<file path="src/rtl/fetch_pc_unit.sv">
// Fetch-side PC generator: drives the IF PC toward the branch history table,
// carries PC and prediction flag through ID to EX, resolves redirects, and
// keeps saturating branch / mispredict statistics.
module fetch_pc_unit #(
    parameter logic [31:0] RESET_PC = 32'h0000_0000,
    parameter int unsigned CNT_W    = 16
) (
    input  logic             clk_sys,
    input  logic             rst,
    input  logic             stall,
    input  logic             bht_hit,
    input  logic [31:0]      bht_target,
    input  logic             pcclear,
    input  logic             ex_isjmp,
    input  logic [31:0]      ex_target,
    output logic [31:0]      if_pc,
    output logic [31:0]      id_pc,
    output logic [31:0]      ex_pc,
    output logic             ex_pcchoose,
    output logic             ex_valid,
    output logic             flush,
    output logic [CNT_W-1:0] branch_cnt,
    output logic [CNT_W-1:0] mispredict_cnt
);

    localparam int unsigned PC_W     = 32;
    localparam logic [PC_W-1:0] PC_MASK  = 32'hFFFF_FFFC;
    localparam logic [PC_W-1:0] PC_STEP  = 32'd4;
    localparam logic [CNT_W-1:0] CNT_MAX = {CNT_W{1'b1}};

    logic [PC_W-1:0]  if_pc_q, if_pc_d;
    logic [PC_W-1:0]  id_pc_q, id_pc_d;
    logic             id_valid_q, id_valid_d;
    logic             id_choose_q, id_choose_d;
    logic [PC_W-1:0]  ex_pc_q, ex_pc_d;
    logic             ex_valid_q, ex_valid_d;
    logic             ex_choose_q, ex_choose_d;
    logic [CNT_W-1:0] branch_cnt_q, branch_cnt_d;
    logic [CNT_W-1:0] mispredict_cnt_q, mispredict_cnt_d;

    logic             redir;
    logic             resolved;
    logic [PC_W-1:0]  redirect_pc;

    // Redirect qualification and corrected PC for either mispredict direction
    always_comb begin
        redir       = pcclear & ex_valid_q;
        resolved    = ex_valid_q & ~stall & (ex_isjmp | ex_choose_q);
        redirect_pc = (ex_isjmp ? ex_target : (ex_pc_q + PC_STEP)) & PC_MASK;
    end

    // Next-state for PC, the ID/EX prediction pipeline and the counters
    always_comb begin
        if_pc_d          = if_pc_q;
        id_pc_d          = id_pc_q;
        id_valid_d       = id_valid_q;
        id_choose_d      = id_choose_q;
        ex_pc_d          = ex_pc_q;
        ex_valid_d       = ex_valid_q;
        ex_choose_d      = ex_choose_q;
        branch_cnt_d     = branch_cnt_q;
        mispredict_cnt_d = mispredict_cnt_q;

        if (redir) begin
            // Killed slots keep their stale PCs; only the valid bits matter.
            if_pc_d     = redirect_pc;
            id_valid_d  = 1'b0;
            id_choose_d = 1'b0;
            ex_valid_d  = 1'b0;
            ex_choose_d = 1'b0;
        end else if (!stall) begin
            if_pc_d     = bht_hit ? (bht_target & PC_MASK) : ((if_pc_q + PC_STEP) & PC_MASK);
            id_pc_d     = if_pc_q;
            id_valid_d  = 1'b1;
            id_choose_d = bht_hit;
            ex_pc_d     = id_pc_q;
            ex_valid_d  = id_valid_q;
            ex_choose_d = id_valid_q & id_choose_q;
        end

        if (resolved && (branch_cnt_q != CNT_MAX)) begin
            branch_cnt_d = branch_cnt_q + CNT_W'(1);
        end
        if (redir && (mispredict_cnt_q != CNT_MAX)) begin
            mispredict_cnt_d = mispredict_cnt_q + CNT_W'(1);
        end
    end

    // State registers with asynchronous reset
    always_ff @(posedge clk_sys or posedge rst) begin
        if (rst) begin
            if_pc_q          <= RESET_PC & PC_MASK;
            id_pc_q          <= '0;
            id_valid_q       <= 1'b0;
            id_choose_q      <= 1'b0;
            ex_pc_q          <= '0;
            ex_valid_q       <= 1'b0;
            ex_choose_q      <= 1'b0;
            branch_cnt_q     <= '0;
            mispredict_cnt_q <= '0;
        end else begin
            if_pc_q          <= if_pc_d;
            id_pc_q          <= id_pc_d;
            id_valid_q       <= id_valid_d;
            id_choose_q      <= id_choose_d;
            ex_pc_q          <= ex_pc_d;
            ex_valid_q       <= ex_valid_d;
            ex_choose_q      <= ex_choose_d;
            branch_cnt_q     <= branch_cnt_d;
            mispredict_cnt_q <= mispredict_cnt_d;
        end
    end

    assign if_pc          = if_pc_q;
    assign id_pc          = id_pc_q;
    assign ex_pc          = ex_pc_q;
    assign ex_pcchoose    = ex_choose_q;
    assign ex_valid       = ex_valid_q;
    assign flush          = redir;
    assign branch_cnt     = branch_cnt_q;
    assign mispredict_cnt = mispredict_cnt_q;

endmodule

</file>
<file path="config.mk">
export PLATFORM = sky130hd
export DESIGN_NAME = fetch_pc_unit
export DESIGN_NICKNAME = d
export VERILOG_FILES = /design/src/rtl/fetch_pc_unit.sv
export SDC_FILE = /design/constraint.sdc
export NUM_CORES = 1
export LEC_CHECK = 0
export BUFFER_PORTS_ARGS = -buffer_cell sky130_fd_sc_hd__buf_2
export CELL_PAD_IN_SITES_DETAIL_PLACEMENT = 0
export CELL_PAD_IN_SITES_GLOBAL_PLACEMENT = 1
export CORE_ASPECT_RATIO = 0.7
export CORE_UTILIZATION = 36
export CTS_CLUSTER_DIAMETER = 100
export DETAILED_ROUTE_END_ITERATION = 10
export GPL_TIMING_DRIVEN = 1
export PLACE_DENSITY_LB_ADDON = 0.1
export SLEW_MARGIN = 20
export SYNTH_ARGS = -nofsm -noshare
export SYNTH_HDL_FRONTEND = slang
export SYNTH_SLANG_ARGS = --single-unit
</file>
<file path="constraint.sdc">
create_clock -name clk_sys -period 3.7 [get_ports clk_sys]
set_input_delay 0.185 -clock clk_sys [delete_from_list [all_inputs] [get_ports clk_sys]]
set_output_delay 0.185 -clock clk_sys [all_outputs]
set_load 0.03 [all_outputs]
</file>
==> out/metrics.yaml <==
status: "complete, no violations"
nets: 971
wirelength_mm: 23.80
syn_area_per_cell_um2: 9.699
clock-root-buffer: "clkbuf_16"
track_usage_pct: 24.51
p_per_area_mw_per_mm2: 877.4
cp.arrival_ns: 3.26
rsz0062_at_grt: "false"
crit_path_max_fanout: 11
min_period_over_period_pct: 78.51
clk_pin_slew_worst_paths_ns: 0.06
slowest_stage: "or4_1"
synth-seq-cells: 126
fill_cells: 1810
io_buffers: 190
yosysUniqueCellTypes: 58
ys.flop_type: "dfrtp_1"
dp_hpwl_mm: 17.46
hold_viol: 0
max_slew_margin_pct: 33.76
synth_fa_ha_area_share_pct: 0.7197
path_delay_family: "simple AND/OR/NAND/NOR gates"
final_max_slew_viol_count: 0
synth.cell_area_mm2: 0.006954
grt-ovfl-total: 0
r2r-end: "if_pc[22]$_DFFE_PP0P_"
cts.sinks: 126
post-cts-setup-buffers: 0
cp-end-kind: "register"
setup_violations: 0
die_area_mm2: 0.01989
final_core_util_pct: 46.11
hold_end: "if_pc[29]$_DFFE_PP0P_"
fin_area_mm2: 0.008723
synthMuxAreaShare_pct: 9.770
synth-seq-area-share_pct: 45.34
timing.hold.ws_ns: 0.01975
skew_ns: 0.005861
seq_power_share_pct: 36.2
critPathBufInv: 1
first_pass_iters: 5
cts_tree: "yes"
cts_resized: 0
hp-class: "in -> reg"
ir_worst_vdd_mv: 0.4658
cts_buffer_depth: 2
die_x_um: 168.1
switching_share_pct: 46.97
path_class: "reg -> reg"
fp.coreArea_mm2: 0.01892
rr_startpoint: "ex_pc[2]$_DFFE_PP0P_"
worst_pin_slew_ns: 0.9936
synth_xor_area_share_pct: 6.675
whs_path_depth: 3
grt_start_max_net_pins: 77
via_per_inst: 5.728
max_freq_mhz: 344.2
clk_latency_ns: 0.42
initial_utilization_pct: 36.76
chipHeight_um: 118.3
synth_compound_area_share_pct: 15.08
diodes: 0
fin_tns_setup_ns: 0
ys_warn_count: 0
drcViolationCount: 0
synthToLayoutAreaGrowth_pct: 25.44
place_congestion: 0.8776
p_int_uw: 4059
crit_top_cell: "or4_1"
r2r_setup_slack_ns: 0.80
startpoint_type: "register"
synth_edf_count: 0
layout_min_cycle_time_ns: 2.905
total_leakage_power_uw: 0.003834
reg2reg_depth: 6
p_comb_share_pct: 42.2
worstPathRequired_ns: 4.06
grt_pass1_vias: 6194
synthSimpleGateAreaFrac_pct: 18.30
hp-start: "ex_target[29]"
p_switching_uw: 3595
rows: 42
layout-drive-gt1-share_pct: 32.20
cts_buffers: 17
antenna_found_initial: 0
crit_chain: "ha_1, inv_1, or4_1, or4_1, a311oi_1, a31o_1"
max_stage_delay_ns: 0.76
ant_nets: 0
synth_top_family_by_area: "simple AND/OR/NAND/NOR gates"
power.share.clock_pct: 21.6
vias: 6599
cap_violations: 0
grt_pass1_wl_mm: 36.83
io-pin-count: 201
drt_iter0_drc: 553
htreeDepth: 4
syn_inst: 717
dpl_cell_area_mm2: 0.008142
async_reset_ff_share_pct: 100.0
post_drt_wl_per_cell_um: 20.66
==> area by class of cell <==
class                      count  area, um^2  area share [%]
sequential                   126        3153           36.14
inverter                      19       76.32          0.8749
tap                          242       302.8           3.471
clock inverter                10       115.1           1.320
clock buffer                  22       454.2           5.207
timing repair buffer         206        1074           12.31
multi-input combinational    527        3548           40.68
==> layer usage <==
metal,GRT usage (%),vias to the layer above,share of wire [%]
li1,-,3033,-
met1,37.75,3240,50
met2,33.80,301,41
met3,5.626,25,8.0
met4,6.705,0,1.2
met5,0,-,0
==> Yosys cell counts (3+ instances only) <==
cell,instances,area share (%)
a211oi_1,3,0.32
a21o_1,3,0.32
a21oi_1,21,1.5
a22oi_1,7,0.76
a31oi_1,9,0.81
and3_1,14,1.3
and4_1,9,1.1
buf_1,9,0.49
buf_4,6,0.65
clkbuf_1,34,1.8
dfrtp_1,126,45
ha_1,4,0.72
inv_1,18,0.97
mux2_2,55,8.9
mux2i_1,6,0.86
nand2_1,59,3.2
nand3_1,35,2.5
nand4_1,29,2.6
nor2_1,38,2.1
nor3_1,21,1.5
nor4_1,19,1.7
o211ai_1,14,1.5
o21a_1,8,0.86
o21ai_0,40,2.9
o221ai_1,8,1.0
o22ai_1,8,0.72
o31a_1,4,0.50
o31ai_1,10,1.1
or3_1,4,0.36
or4_1,8,0.86
xnor2_1,39,4.9
xor2_1,14,1.8
==> tightest hold or removal path, delay by kind of cell <==
family	cells	cell delay, ns
AO/OA/AOI/OAI	2	0.13
buffers and inverters	1	0.08
==> through the flow <==
stage	std cells	power (uW)	worst slack, ns
after CTS	1151	7682	0.8702
after detailed placement	1119	6016	0.9037
final	1152	7654	0.7950
after floorplan	722	4825	0.1591
after global routing	1152	8068	0.7277
after global placement	1119	5947	0.9828
==> timing repair <==
item / CTS / global route
hold buffers: 0 / 1
setup endpoints to repair: 0 / 0
endpoints found under the hold margin: 0 / 74
==> layout by cell type, fill, tap and decap left out, types with 9 or more instances in the layout <==
cell type / count
clkbuf_16: 17
xor2_1: 14
nand4_1: 29
o211ai_1: 14
nor4_1: 19
o31ai_1: 10
and4_1: 9
nor3_1: 21
dfrtp_1: 126
a31oi_1: 9
buf_2: 190
mux2_2: 55
nand3_1: 35
and3_1: 14
nand2_1: 59
xnor2_1: 39
inv_1: 17
nor2_1: 38
buf_4: 15
o21ai_0: 40
a21oi_1: 20
==> sequential cells by signal, indices dropped and copies added, names as in the netlist <==
register / flops
ex_pcchoose: 1
branch_cnt: 16
ex_pc: 30
id_valid_q: 1
id_pc: 30
if_pc: 30
id_choose_q: 1
mispredict_cnt: 16
ex_valid: 1
==> how the worst max path moves through the flow <==
| stage | cells past startpoint | endpoint | start |
|---|---|---|---|
| 4_1_cts | 6 | if_pc[22]$_DFFE_PP0P_ | ex_pc[2]$_DFFE_PP0P_ |
| 6_report | 6 | if_pc[22]$_DFFE_PP0P_ | ex_pc[2]$_DFFE_PP0P_ |
| 3_3_place_gp | 6 | if_pc[22]$_DFFE_PP0P_ | ex_pc[2]$_DFFE_PP0P_ |
| 3_5_place_dp | 6 | if_pc[22]$_DFFE_PP0P_ | ex_pc[2]$_DFFE_PP0P_ |
| 2_1_floorplan | 1 | branch_cnt[0]$_DFFE_PP0P_ | rst |
| 5_1_grt | 6 | if_pc[22]$_DFFE_PP0P_ | ex_pc[2]$_DFFE_PP0P_ |
==> cells by family after synthesis <==
logic type,Yosys count
flops,126
simple gates,246
fa+ha+maj,4
other cells,1
buf+inv,69
xor+xnor,53
mux,61
compound gates,157
==> power groups by stage <==
stage                     sequential (uW)  clock, uW  combinational [uW]
after floorplan                      3600          0                1220
after global placement               2740          0                3200
after detailed placement             2790          0                3230
after CTS                            2770       1680                3240
after global routing                 2880       1740                3450
final                                2770       1650                3230
No activity file was read; power rests on OpenSTA's default activity.
